**config.mk**
```make
export PLATFORM = sky130hd
export DESIGN_NAME = fetch_pc_unit
export DESIGN_NICKNAME = d
export VERILOG_FILES = /design/src/rtl/fetch_pc_unit.sv
export SDC_FILE = /design/constraint.sdc
export NUM_CORES = 1
export LEC_CHECK = 0
export CAP_MARGIN = 20
export CORE_MARGIN = 2
export CORE_UTILIZATION = 45
export CTS_CLUSTER_DIAMETER = 100
export DETAILED_ROUTE_END_ITERATION = 10
export GPL_ROUTABILITY_DRIVEN = 1
export GPL_TIMING_DRIVEN = 0
export PLACE_DENSITY_LB_ADDON = 0.05
export SYNTH_ARGS = -nofsm -noshare
export SYNTH_HDL_FRONTEND = slang
export SYNTH_SLANG_ARGS = --single-unit
```
**constraint.sdc**
```tcl
create_clock -name clk -period 2.1 [get_ports clk]
set_clock_uncertainty 0.1 [all_clocks]
set_input_delay 0.42 -clock clk [delete_from_list [all_inputs] [get_ports clk]]
set_output_delay 0.42 -clock clk [all_outputs]
set_load 0.1 [all_outputs]
```
**src/rtl/fetch_pc_unit.sv**
```systemverilog
// Fetch-stage PC sequencer: BOOT/REQ/WAIT/HOLD FSM, one outstanding imem request, EXEC redirect/kill.
// Define FETCH_BUF_EN to replace the single output slot and HOLD with a 2-entry output FIFO.
module fetch_pc_unit #(
   parameter logic [31:0] RESET_PC = 32'h0000_0000,
   parameter int unsigned PC_STEP  = 4
) (
   input  logic        clk,
   input  logic        rst,
   output logic [31:0] f_pc,
   input  logic [31:0] f_predict_addr,
   input  logic        f_predict_valid,
   input  logic        x_redirect,
   input  logic [31:0] x_redirect_addr,
   output logic        imem_req_valid,
   output logic [31:0] imem_req_addr,
   input  logic        imem_req_ready,
   input  logic        imem_resp_valid,
   input  logic [31:0] imem_resp_data,
   input  logic        d_stall,
   output logic        d_valid,
   output logic [31:0] d_instr,
   output logic [31:0] d_pc
);

   typedef enum logic [1:0] {BOOT, REQ, WAIT, HOLD} state_t;

   state_t      state;
   logic        kill;
   logic [31:0] redirect_pc;
   logic [31:0] next_pc;

   assign imem_req_addr = f_pc;

   always_comb begin
      next_pc = f_predict_valid ? f_predict_addr : (f_pc + 32'(PC_STEP));
   end

`ifdef FETCH_BUF_EN

   logic [31:0] buf_instr [2];
   logic [31:0] buf_pc    [2];
   logic        rd_ptr;
   logic        wr_ptr;
   logic [1:0]  count;
   logic        pop;
   logic [1:0]  cnt_pop;

   assign d_valid = (count != 2'd0);
   assign d_instr = buf_instr[rd_ptr];
   assign d_pc    = buf_pc[rd_ptr];
   assign pop     = d_valid && !d_stall;
   assign cnt_pop = count - 2'(pop);

   // HOLD here means "FIFO full, waiting for DECODE to free an entry before requesting".
   always_ff @(posedge clk) begin
      if (rst) begin
         state          <= BOOT;
         f_pc           <= RESET_PC;
         imem_req_valid <= 1'b0;
         kill           <= 1'b0;
         redirect_pc    <= '0;
         rd_ptr         <= 1'b0;
         wr_ptr         <= 1'b0;
         count          <= '0;
         for (int unsigned i = 0; i < 2; i++) begin
            buf_instr[i] <= '0;
            buf_pc[i]    <= '0;
         end
      end else begin
         if (pop) rd_ptr <= ~rd_ptr;
         count <= cnt_pop;
         if (x_redirect && state != BOOT) begin
            rd_ptr <= 1'b0;
            wr_ptr <= 1'b0;
            count  <= '0;
         end
         case (state)
            BOOT: begin
               if (x_redirect) f_pc <= x_redirect_addr;
               state          <= REQ;
               imem_req_valid <= 1'b1;
            end
            REQ: begin
               if (x_redirect) begin
                  f_pc <= x_redirect_addr;
               end else if (imem_req_ready) begin
                  state          <= WAIT;
                  imem_req_valid <= 1'b0;
               end
            end
            WAIT: begin
               if (x_redirect) begin
                  if (imem_resp_valid) begin
                     f_pc           <= x_redirect_addr;
                     kill           <= 1'b0;
                     state          <= REQ;
                     imem_req_valid <= 1'b1;
                  end else begin
                     redirect_pc <= x_redirect_addr;
                     kill        <= 1'b1;
                  end
               end else if (imem_resp_valid) begin
                  kill <= 1'b0;
                  if (kill) begin
                     f_pc           <= redirect_pc;
                     state          <= REQ;
                     imem_req_valid <= 1'b1;
                  end else begin
                     f_pc              <= next_pc;
                     buf_instr[wr_ptr] <= imem_resp_data;
                     buf_pc[wr_ptr]    <= f_pc;
                     wr_ptr            <= ~wr_ptr;
                     count             <= cnt_pop + 2'd1;
                     if (cnt_pop == 2'd0) begin
                        state          <= REQ;
                        imem_req_valid <= 1'b1;
                     end else begin
                        state <= HOLD;
                     end
                  end
               end
            end
            HOLD: begin
               if (x_redirect) begin
                  f_pc           <= x_redirect_addr;
                  state          <= REQ;
                  imem_req_valid <= 1'b1;
               end else if (cnt_pop != 2'd2) begin
                  state          <= REQ;
                  imem_req_valid <= 1'b1;
               end
            end
            default: state <= BOOT;
         endcase
      end
   end

`else

   logic [31:0] hold_instr;
   logic [31:0] hold_pc;
   logic        slot_free;

   assign slot_free = !d_valid || !d_stall;

   always_ff @(posedge clk) begin
      if (rst) begin
         state          <= BOOT;
         f_pc           <= RESET_PC;
         imem_req_valid <= 1'b0;
         kill           <= 1'b0;
         redirect_pc    <= '0;
         d_valid        <= 1'b0;
         d_instr        <= '0;
         d_pc           <= '0;
         hold_instr     <= '0;
         hold_pc        <= '0;
      end else begin
         if (!d_stall) d_valid <= 1'b0;
         if (x_redirect && state != BOOT) d_valid <= 1'b0;
         case (state)
            BOOT: begin
               if (x_redirect) f_pc <= x_redirect_addr;
               state          <= REQ;
               imem_req_valid <= 1'b1;
            end
            REQ: begin
               if (x_redirect) begin
                  f_pc <= x_redirect_addr;
               end else if (imem_req_ready) begin
                  state          <= WAIT;
                  imem_req_valid <= 1'b0;
               end
            end
            WAIT: begin
               if (x_redirect) begin
                  if (imem_resp_valid) begin
                     f_pc           <= x_redirect_addr;
                     kill           <= 1'b0;
                     state          <= REQ;
                     imem_req_valid <= 1'b1;
                  end else begin
                     redirect_pc <= x_redirect_addr;
                     kill        <= 1'b1;
                  end
               end else if (imem_resp_valid) begin
                  kill <= 1'b0;
                  if (kill) begin
                     f_pc           <= redirect_pc;
                     state          <= REQ;
                     imem_req_valid <= 1'b1;
                  end else begin
                     f_pc <= next_pc;
                     if (slot_free) begin
                        d_valid        <= 1'b1;
                        d_instr        <= imem_resp_data;
                        d_pc           <= f_pc;
                        state          <= REQ;
                        imem_req_valid <= 1'b1;
                     end else begin
                        hold_instr <= imem_resp_data;
                        hold_pc    <= f_pc;
                        state      <= HOLD;
                     end
                  end
               end
            end
            HOLD: begin
               if (x_redirect) begin
                  f_pc           <= x_redirect_addr;
                  state          <= REQ;
                  imem_req_valid <= 1'b1;
               end else if (!d_stall) begin
                  d_valid        <= 1'b1;
                  d_instr        <= hold_instr;
                  d_pc           <= hold_pc;
                  state          <= REQ;
                  imem_req_valid <= 1'b1;
               end
            end
            default: state <= BOOT;
         endcase
      end
   end

`endif

endmodule

```
Yosys cells after proc, flatten, opt, wreduce, memory -nomap -nowiden. Index checks and enable logic that the tools add are counted.

Flip-flop bits (word level): 197. Input port bits: 103. Logic and storage cells: 98. Output and inout port bits: 130.

Equal/unequal tests: 14. Add/sub/neg operators: 1. Reduce and logical (&&, ||, !) cells: 16. Bitwise logic cells: 4. Multiplexer cells: 53.

Operators by type and width (number): 32-bit 2-to-1 mux (18); 32-bit one-hot mux with 2 select lines (3); 32-bit by 3-bit adder with 32-bit output, second input constant (1); 1-bit 2-to-1 mux (20); 2-bit 2-to-1 mux (9); 2-bit != test, second input constant (8); 5-bit AND reduction (2); 2-bit one-hot mux with 4 select lines (1); 7-bit AND reduction (1); 2-bit nonzero test (3); 2-bit equality test, second input constant (2); 4-bit != test, second input constant (1); 1-bit inverter (4); 1-bit one-hot mux with 4 select lines (1); 2-bit AND reduction (2); 4-bit AND reduction (1); 3-bit != test, second input constant (1); 3-bit AND reduction (1); 3-bit OR reduction (1); 2-bit by 1-bit equality test with 1-bit output, second input constant (1); 1-bit zero test (2); 2-bit zero test (1); 2-bit by 1-bit != test with 1-bit output, second input constant (1); 1-bit one-hot mux with 2 select lines (1); other kinds (2) (2).

Logic depth before layout (Yosys ltp). Gate-level depths: netlist of run 1.

Depth after elaboration: 8. Gate-level depth with buffers: 9. Gate-level depth less buffers: 7.

Least setup slack after synthesis of run 1. OpenSTA, ideal clock, no wires.

Path type: register -> register. From: register f_pc[2]. To: register f_pc[30]. Clock period less this slack: 2.854 ns. Arrival: 2.651 ns. Path buffers: 0. Setup slack: -0.754 ns. Setup time: 0.103 ns. Required time: 1.897 ns. Stages on the path, launching flop included: 7. Path through: dfxtp_1 > ha_1 > nand4_1 > or3_1 > nor3_2 > mux2i_1 > a2111oi_2.

Word-level cells in the longest chain between the ends: 6.

RTL lines: from (decl) (RTL line 9) `output logic [31:0] f_pc,`; from (signal assigned) (RTL line 163) `if (x_redirect) f_pc <= x_redirect_addr;`; from (signal assigned) (RTL line 169) `f_pc <= x_redirect_addr;`; from (signal assigned) (RTL line 178) `f_pc <= x_redirect_addr;`; 32-bit by 3-bit adder with 32-bit output (RTL line 35) `next_pc = f_predict_valid ? f_predict_addr : (f_pc + 32'(PC_STEP));`; 32-bit 2-to-1 mux (RTL line 35); 32-bit 2-to-1 mux (RTL line 188) `if (kill) begin`; 32-bit 2-to-1 mux (RTL line 186) `end else if (imem_resp_valid) begin`; 32-bit 2-to-1 mux (RTL line 176) `if (x_redirect) begin`; 32-bit one-hot mux with 2 select lines (RTL line 161) `case (state)`.

No other way between the ends. The select of a mux whose other input is x is not followed. A chain may end at the register's enable or synchronous reset.

Final worst setup path of run 1.
From: register f_pc[31]. To: output f_pc[31].

No word-level cell between the ends.

==> impl_results.md, run 1 <==
* Outcome: completed
* Top-area cell type share of the netlist area at 43.15%
* Critical path peak fanout at 6
* Antenna-violating nets left at 0
* Synthesized Nets at 1,224
* Leak Pwr at 0.004495 uW
* CTS Hold Bufs at 0
* Mux share of post-synthesis cell area at 7.886%
* Kind of critical path: register to output pin
* Initial antenna violation count at 0
* Synth Area in Simple Gates at 19.22%
* CTS max path bufs at 2
* Worst Tran Pin Value at 0.7254 ns
* Die area at 0.02146 mm2
* Synthesis-stage register bit count at 197
* Internal cell power at 6285 uW
* Post-route DRC at 0
* Number of flops mapped to enable cells by yosys at 0
* Final Max Tran Viols at 0
* Max_cap viols at 0
* RSZ-0062 raised after global routing: true
* Post-route insts no fill at 1,665
* Chip width at 146.5 um
* Synth Area in Adders at 0.8215%
* Die H at 146.5 um
* CP arrival at 1.58 ns
* H-tree levels at 4
* Clock power share at 33.1%
* Post-Place Cells at 1,615
* Setup TNS at 0 ns
* Vias at 9,157
* Delay-heaviest family, CP: buffers and inverters
* Psw at 3690 uW
* Share of the yosys chip area belonging to registers at 43.15%
* Syn. warnings at 0
* Vias in the first global route at 8,642
* Worst-Skew Late Latency at 0.44 ns
* Share of layout cells above drive strength 1 at 24.80%
* GRT overflow at 0
* Diodes inserted at 0
* IO Count at 233
* CTS tree: done
* Initial cell density of the core at 45.46%
* Highest clock rate at 477.1 MHz
* Seq pwr share at 40.5%
* Port bufs at 230
* Worst Path Required at 1.58 ns
* Core Rows at 52
* Synth Flop Type: dfxtp_1
* Commonest cells post-synth: 231 x nand2_1, 197 x dfxtp_1, 120 x a21oi_1, 82 x nor2_1, 72 x mux2i_1
* Crit-path max cell delay at 0.60 ns
* CORE AREA at 0.02010 mm2
* Netlist cell types at 52
* Critical path's slowest cell: clkdlybuf4s18_2
* Largest family of logic cells by synthesized area: compound AO/OA/AOI/OAI gates
* Sink Count at 197
* WL final at 30,750 um
* Vias per inst at 5.500
* Post-synth top area cell: dfxtp_1
* Syn Std Cell Area at 0.009139 mm2
* Initial DRC count at 546
* Period Utilization, post-route at 99.80%
* FFs w/ async S/R, synth at 0%
* Drt wl/cell at 18.47 um
* Pin count of the biggest net entering global routing at 20
* WHS at 0.3557 ns
* Num CTS Buffers at 17
* Final worst path period need at 2.096 ns
* Hold Path Class: register to register
* Routability Congestion at 0.9135
* Crit path cell chain: clkdlybuf4s18_2
* Setup violators final at 0
* Power per cell area at 757.5 mW/mm2
* Top post-synthesis cells by area: dfxtp_1 43%, nand2_1 9.5%, mux2i_1 7.9%
* GRT Total Usage at 27.93%
* Final #Nets at 1,492
* Switching fraction of total power at 36.99%
* Post-layout util at 65.50%
* Compound-Gate Fraction of Synth Area at 20.11%
* CP Launch Type: register
* WP buf/inv at 1
* Hold Violations, Final at 0
* Syn Inst Count at 1,115
* Cell with the most instances after synthesis: nand2_1
* Clock-pin slew on the worst setup and hold paths at 0.08 ns
* Area growth syn-to-layout at 44.10%
* First-pass GRT wire length at 47,410 um
* Avg Inst Size Synth at 8.196 um2
* CTS root buf: clkbuf_16
* Detailed Routing Iterations Pass 1 at 5
* Crit. End Element: output pin
* Max IR drop VDD at 0.5785 mV
* Combinational share of power at 26.3%
* HPWL after DPL at 22,290 um
* Xor/xnor share of the synthesized area at 1.725%
* Rel. slew slack at 51.64%
==> through the flow <==
| stage | instance area, um2 | total power [uW] | setup WS (ns) |
|---|---|---|---|
| after floorplan | 9328 | 5908 | -0.05416 |
| after global placement | 11970 | 6691 | -0.7720 |
| final | 13170 | 9975 | 0.004114 |
| after detailed placement | 11970 | 6703 | -0.7790 |
| after CTS | 12960 | 9948 | 0.001225 |
| after global routing | 13170 | 10270 | -0.04009 |
==> area by class of cell <==
type	instances	area, um2
flip-flops and latches	197	4040
fillers	1731	6935
clock inverters	13	137.6
plain buffers	123	795.8
well taps	270	337.8
clock buffers	18	450.4
repair buffers	253	2620
multi-input cells	782	4747
inverters	9	40.04
==> power by group through the flow <==
| stage | Sequential, uW | Combinational, uW | Clock, uW |
|---|---|---|---|
| floorplan | 4850 | 1060 | 0 |
| global placement | 4120 | 2570 | 0 |
| detailed placement | 4120 | 2580 | 0 |
| CTS | 4040 | 2590 | 3320 |
| global route | 4060 | 2740 | 3470 |
| finish | 4040 | 2630 | 3300 |
==> layer usage <==
| metal | vias up | routed length, um | track usage, % |
|---|---|---|---|
| met4 | 0 | 710 | 9.563 |
| li1 | 4440 | - | - |
| met2 | 382 | 14300 | 45.73 |
| met1 | 4281 | 13670 | 37.91 |
| met3 | 54 | 2057 | 4.063 |
| met5 | - | 0 | 0 |
==> cell usage in the layout, fill, tap and decap left out, types with 10 or more instances in the layout <==
master,n
a211oi_1,65
a21oi_1,120
a311oi_1,16
buf_2,17
buf_4,56
buf_6,11
clkbuf_1,28
clkbuf_16,19
clkbuf_2,22
clkdlybuf4s15_2,118
clkdlybuf4s50_1,100
dfxtp_1,166
dfxtp_4,23
mux2i_1,72
nand2_1,227
nand3_1,23
nand4_1,10
nor2_1,81
o21ai_0,25
o221ai_1,19
==> final timing paths <==
path	startpoint	slack (ns)	to	cells past startpoint
max reg2reg	f_pc[2]$_SDFFE_PP0P_	0.04	f_pc[30]$_SDFFE_PP0P_	6
max	f_pc[31]$_SDFFE_PP0P_	0.004	f_pc[31]	1
min	hold_pc[23]$_SDFFE_PP0P_	0.36	hold_pc[23]$_SDFFE_PP0P_	2
min reg2reg	hold_pc[23]$_SDFFE_PP0P_	0.36	hold_pc[23]$_SDFFE_PP0P_	2
==> cell families (layout without fill, tap and decap cells) <==
| family | after synthesis | after routing |
|---|---|---|
| buffers and inverters | 136 | 416 |
| and+or+nand+nor | 402 | 402 |
| AOI/OAI and AO/OA | 284 | 284 |
| adders and majority gates | 6 | 6 |
| muxes | 72 | 72 |
| xor gates and xnor gates | 18 | 18 |
| DFF | 197 | 197 |
==> repair_timing <==
| action | CTS | global route |
|---|---|---|
| setup endpoints to repair | 322 | 173 |
| gates resized for setup | 474 | 82 |
| gates cloned | 1 | 1 |
| pin swaps | 5 | 16 |
| buffers inserted | 11 | 10 |
==> sequential cells by signal (all words and copies together), names as in the netlist <==
register and flops:
d_instr 32, d_pc 32, f_pc 32, hold_instr 32
hold_pc 32, redirect_pc 32, state 2, d_valid 1
imem_req_valid 1, kill 1
(Power assumes the default switching activity.)
==> inputs of run 2 (changes only) <==
--- a/config.mk
+++ b/config.mk
@@ -13,6 +13,7 @@
 export GPL_ROUTABILITY_DRIVEN = 1
 export GPL_TIMING_DRIVEN = 0
 export PLACE_DENSITY_LB_ADDON = 0.05
+export SLEW_MARGIN = 20
 export SYNTH_ARGS = -nofsm -noshare
 export SYNTH_HDL_FRONTEND = slang
 export SYNTH_SLANG_ARGS = --single-unit
==> results of run 2 <==
The final DEF is identical to that of run 1; final timing and power are the same.
==> inputs of run 3 (changes only) <==
--- a/config.mk
+++ b/config.mk
@@ -12,7 +12,7 @@
 export DETAILED_ROUTE_END_ITERATION = 10
 export GPL_ROUTABILITY_DRIVEN = 1
 export GPL_TIMING_DRIVEN = 0
-export PLACE_DENSITY_LB_ADDON = 0.05
+export PLACE_DENSITY = 0.88
 export SLEW_MARGIN = 20
 export SYNTH_ARGS = -nofsm -noshare
 export SYNTH_HDL_FRONTEND = slang
==> impl_results.md, run 3 (synthesized netlist as in run 1, its figures left out) <==
* CTS Hold Bufs at 0 (unchanged)
* Critical path's slowest cell: clkdlybuf4s50_1 (was clkdlybuf4s18_2)
* Area growth syn-to-layout at 49.63% (was 44.10%)
* Worst hold stages at 2 (unchanged)
* First-pass GRT wire length at 47,580 um (was 47,410 um)
* Critical path peak fanout at 10 (was 6)
* Drt wl/cell at 19.57 um (was 18.47 um)
* Final Max Tran Viols at 0 (unchanged)
* Die H at 146.5 um (unchanged)
* Max IR drop VDD at 0.5749 mV (was 0.5785 mV)
* Final Worst Setup Slack at -0.03656 ns (was 0.004114 ns)
* Hold Violations, Final at 0 (unchanged)
* Commonest non-fill, non-tap cell in the layout: nand2_1 (unchanged)
* Routability Congestion at 0.9508 (was 0.9135)
* RR Endpoint: d_instr[16]$_SDFFE_PP0P_ (was f_pc[30]$_SDFFE_PP0P_)
* R2r worst-path depth at 9 (was 6)
* FILL cells at 1,486 (was 1,731)
* Worst Hold End: redirect_pc[6]$_SDFFE_PP0P_ (was hold_pc[23]$_SDFFE_PP0P_)
* Rel. slew slack at 49.12% (was 51.64%)
* CTS tree: done (unchanged)
* IO Count at 233 (unchanged)
* WL final at 32,780 um (was 30,750 um)
* Period Utilization, post-route at 101.7% (was 99.80%)
* Die area at 0.02146 mm2 (unchanged)
* Detailed Routing Iterations Pass 1 at 7 (was 5)
* Vias per inst at 5.854 (was 5.500)
* Initial antenna violation count at 0 (unchanged)
* Port bufs at 230 (unchanged)
* Max_cap viols at 0 (unchanged)
* Final worst path period need at 2.137 ns (was 2.096 ns)
* Hold Path Class: register to register (unchanged)
* Num CTS Buffers at 17 (unchanged)
* Final #Nets at 1,501 (was 1,492)
* Sink Count at 197 (unchanged)
* WHS at 0.3560 ns (was 0.3557 ns)
* Clock-pin slew on the worst setup and hold paths at 0.07 ns (was 0.08 ns)
* Initial DRC count at 925 (was 546)
* Worst hold start: redirect_pc[6]$_SDFFE_PP0P_ (was hold_pc[23]$_SDFFE_PP0P_)
* CTS root buf: clkbuf_16 (unchanged)
* R2R Path Start: state[0]$_SDFFE_PP0P_ (was f_pc[2]$_SDFFE_PP0P_)
* Crit. End Element: register (was output pin)
* Worst-Skew Late Latency at 0.44 ns (about the same)
* Share of layout cells above drive strength 1 at 27.99% (was 24.80%)
* Core Rows at 52 (unchanged)
* Most frequent cells in the layout: 227 x nand2_1, 165 x dfxtp_1, 122 x clkdlybuf4s15_2 (was 227 x nand2_1, 166 x dfxtp_1, 120 x a21oi_1)
* Outcome: finished with violations (was completed)
* RSZ-0062 raised after global routing: true (unchanged)
* Crit path cell chain: clkdlybuf4s50_1, clkbuf_1, clkbuf_1, a21oi_1 (was clkdlybuf4s18_2)
* Power per cell area at 745.5 mW/mm2 (was 757.5 mW/mm2)
* GRT Total Usage at 27.71% (was 27.93%)
* Vias in the first global route at 9,145 (was 8,642)
* H-tree levels at 4 (unchanged)
* Reg2Reg Setup Slack at -0.02 ns (was 0.04 ns)
* Initial cell density of the core at 45.46% (unchanged)
* Worst Path Required at 2.28 ns (was 1.58 ns)
* Total chip power at 10,190 uW (was 9975 uW)
* HPWL after DPL at 22,380 um (was 22,290 um)
* Pin count of the biggest net entering global routing at 20 (unchanged)
* Worst Tran Pin Value at 0.7632 ns (was 0.7254 ns)
* CTS max path bufs at 2 (unchanged)
* CP most frequent cell: clkbuf_1
* CORE AREA at 0.02010 mm2 (unchanged)
* GRT overflow at 0 (unchanged)
* Kind of critical path: primary input to register (was register to output pin)
* Failing checks: setup timing
* CP arrival at 2.32 ns (was 1.58 ns)
* Highest clock rate at 468.0 MHz (was 477.1 MHz)
* Crit path from: rst (was f_pc[31]$_SDFFE_PP0P_)
* Vias at 9,805 (was 9,157)
* Setup violators final at 7 (was 0)
* Setup WS pre-CTS at -0.6772 ns (was -0.7790 ns)
* Post-route DRC at 0 (unchanged)
* Crit-path max cell delay at 0.60 ns (about the same)
* Leak Pwr at 0.004647 uW (was 0.004495 uW)
* CP Launch Type: primary input (was register)
* Antenna-violating nets left at 0 (unchanged)
* Chip width at 146.5 um (unchanged)
run 3: cell types whose count changed in the layout (fill, tap and decap cells not counted), sizes merged, moves of 3 or more:
cell / change
bufinv: +3
clkdlybuf4s15: +4
clkbuf: +5
buf: +4
run 3: how the worst max path moves through the flow:
stage	end	slack [ns]
3_3_place_gp	f_pc[29]$_SDFFE_PP0P_	-0.65
5_1_grt	f_pc[3]$_SDFFE_PP0P_	-0.09
3_5_place_dp	f_pc[29]$_SDFFE_PP0P_	-0.68
6_report	hold_instr[26]$_SDFFE_PP0P_	-0.04
4_1_cts	d_instr[17]$_SDFFE_PP0P_	0.003
2_1_floorplan	f_pc[30]$_SDFFE_PP0P_	-0.05
run 3: stage by stage:
| stage | cell area (um2) | setup TNS, ns | std cells | utilization, % |
|---|---|---|---|---|
| floorplan | 9328 | -0.05416 | 1115 | - |
| CTS | 13080 | 0 | 1656 | 65.08 |
| finish | 13670 | -0.09582 | 1675 | 68.02 |
| detailed placement | 11970 | -111.81 | 1615 | 59.53 |
| global route | 13670 | -1.842 | 1674 | 68.00 |
| global placement | 11970 | -102.68 | 1615 | 59.53 |
run 3: report_power, final:
| part | switching (uW) | internal (uW) | leakage [uW] |
|---|---|---|---|
| Clock | 1470 | 1920 | 0.000289 |
| Sequential | 181 | 3860 | 0.00161 |
| Combinational | 1930 | 836 | 0.00274 |
| Total | 3580 | 6610 | 0.00465 |
run 3: final cells by class:
cell class / count / area [um2] / share of cell area (%)
clock inverter: 10 / 145.1 / 1.061
clock buffer: 21 / 450.4 / 3.294
inverter: 9 / 40.04 / 0.2928
antenna: 1 / 2.502 / 0.01830
timing repair buffer: 262 / 2853 / 20.86
sequential: 197 / 4041 / 29.55
buffer: 122 / 873.3 / 6.387
tap: 270 / 337.8 / 2.470
multi-input combinational: 783 / 4931 / 36.06
run 3: repair_timing:
item,in CTS,in global routing
pin swaps,5,36
resized for setup,493,118
gates cloned,1,9
buffers inserted,11,12
endpoints found under the setup margin,324,181
run 3: per-layer routing:
metal	vias to the layer above	GRT usage (%)	routed length (um)
met5	-	0	0
met4	0	11.46	1236
met1	4637	34.91	12830
met3	111	5.406	3048
li1	4456	-	-
met2	601	46.63	15670
run 3: worst max-delay path, delay by kind of cell:
family	cells	cell delay (ns)
AO/OA/AOI/OAI	1	0.13
buffers and inverters	3	1.76
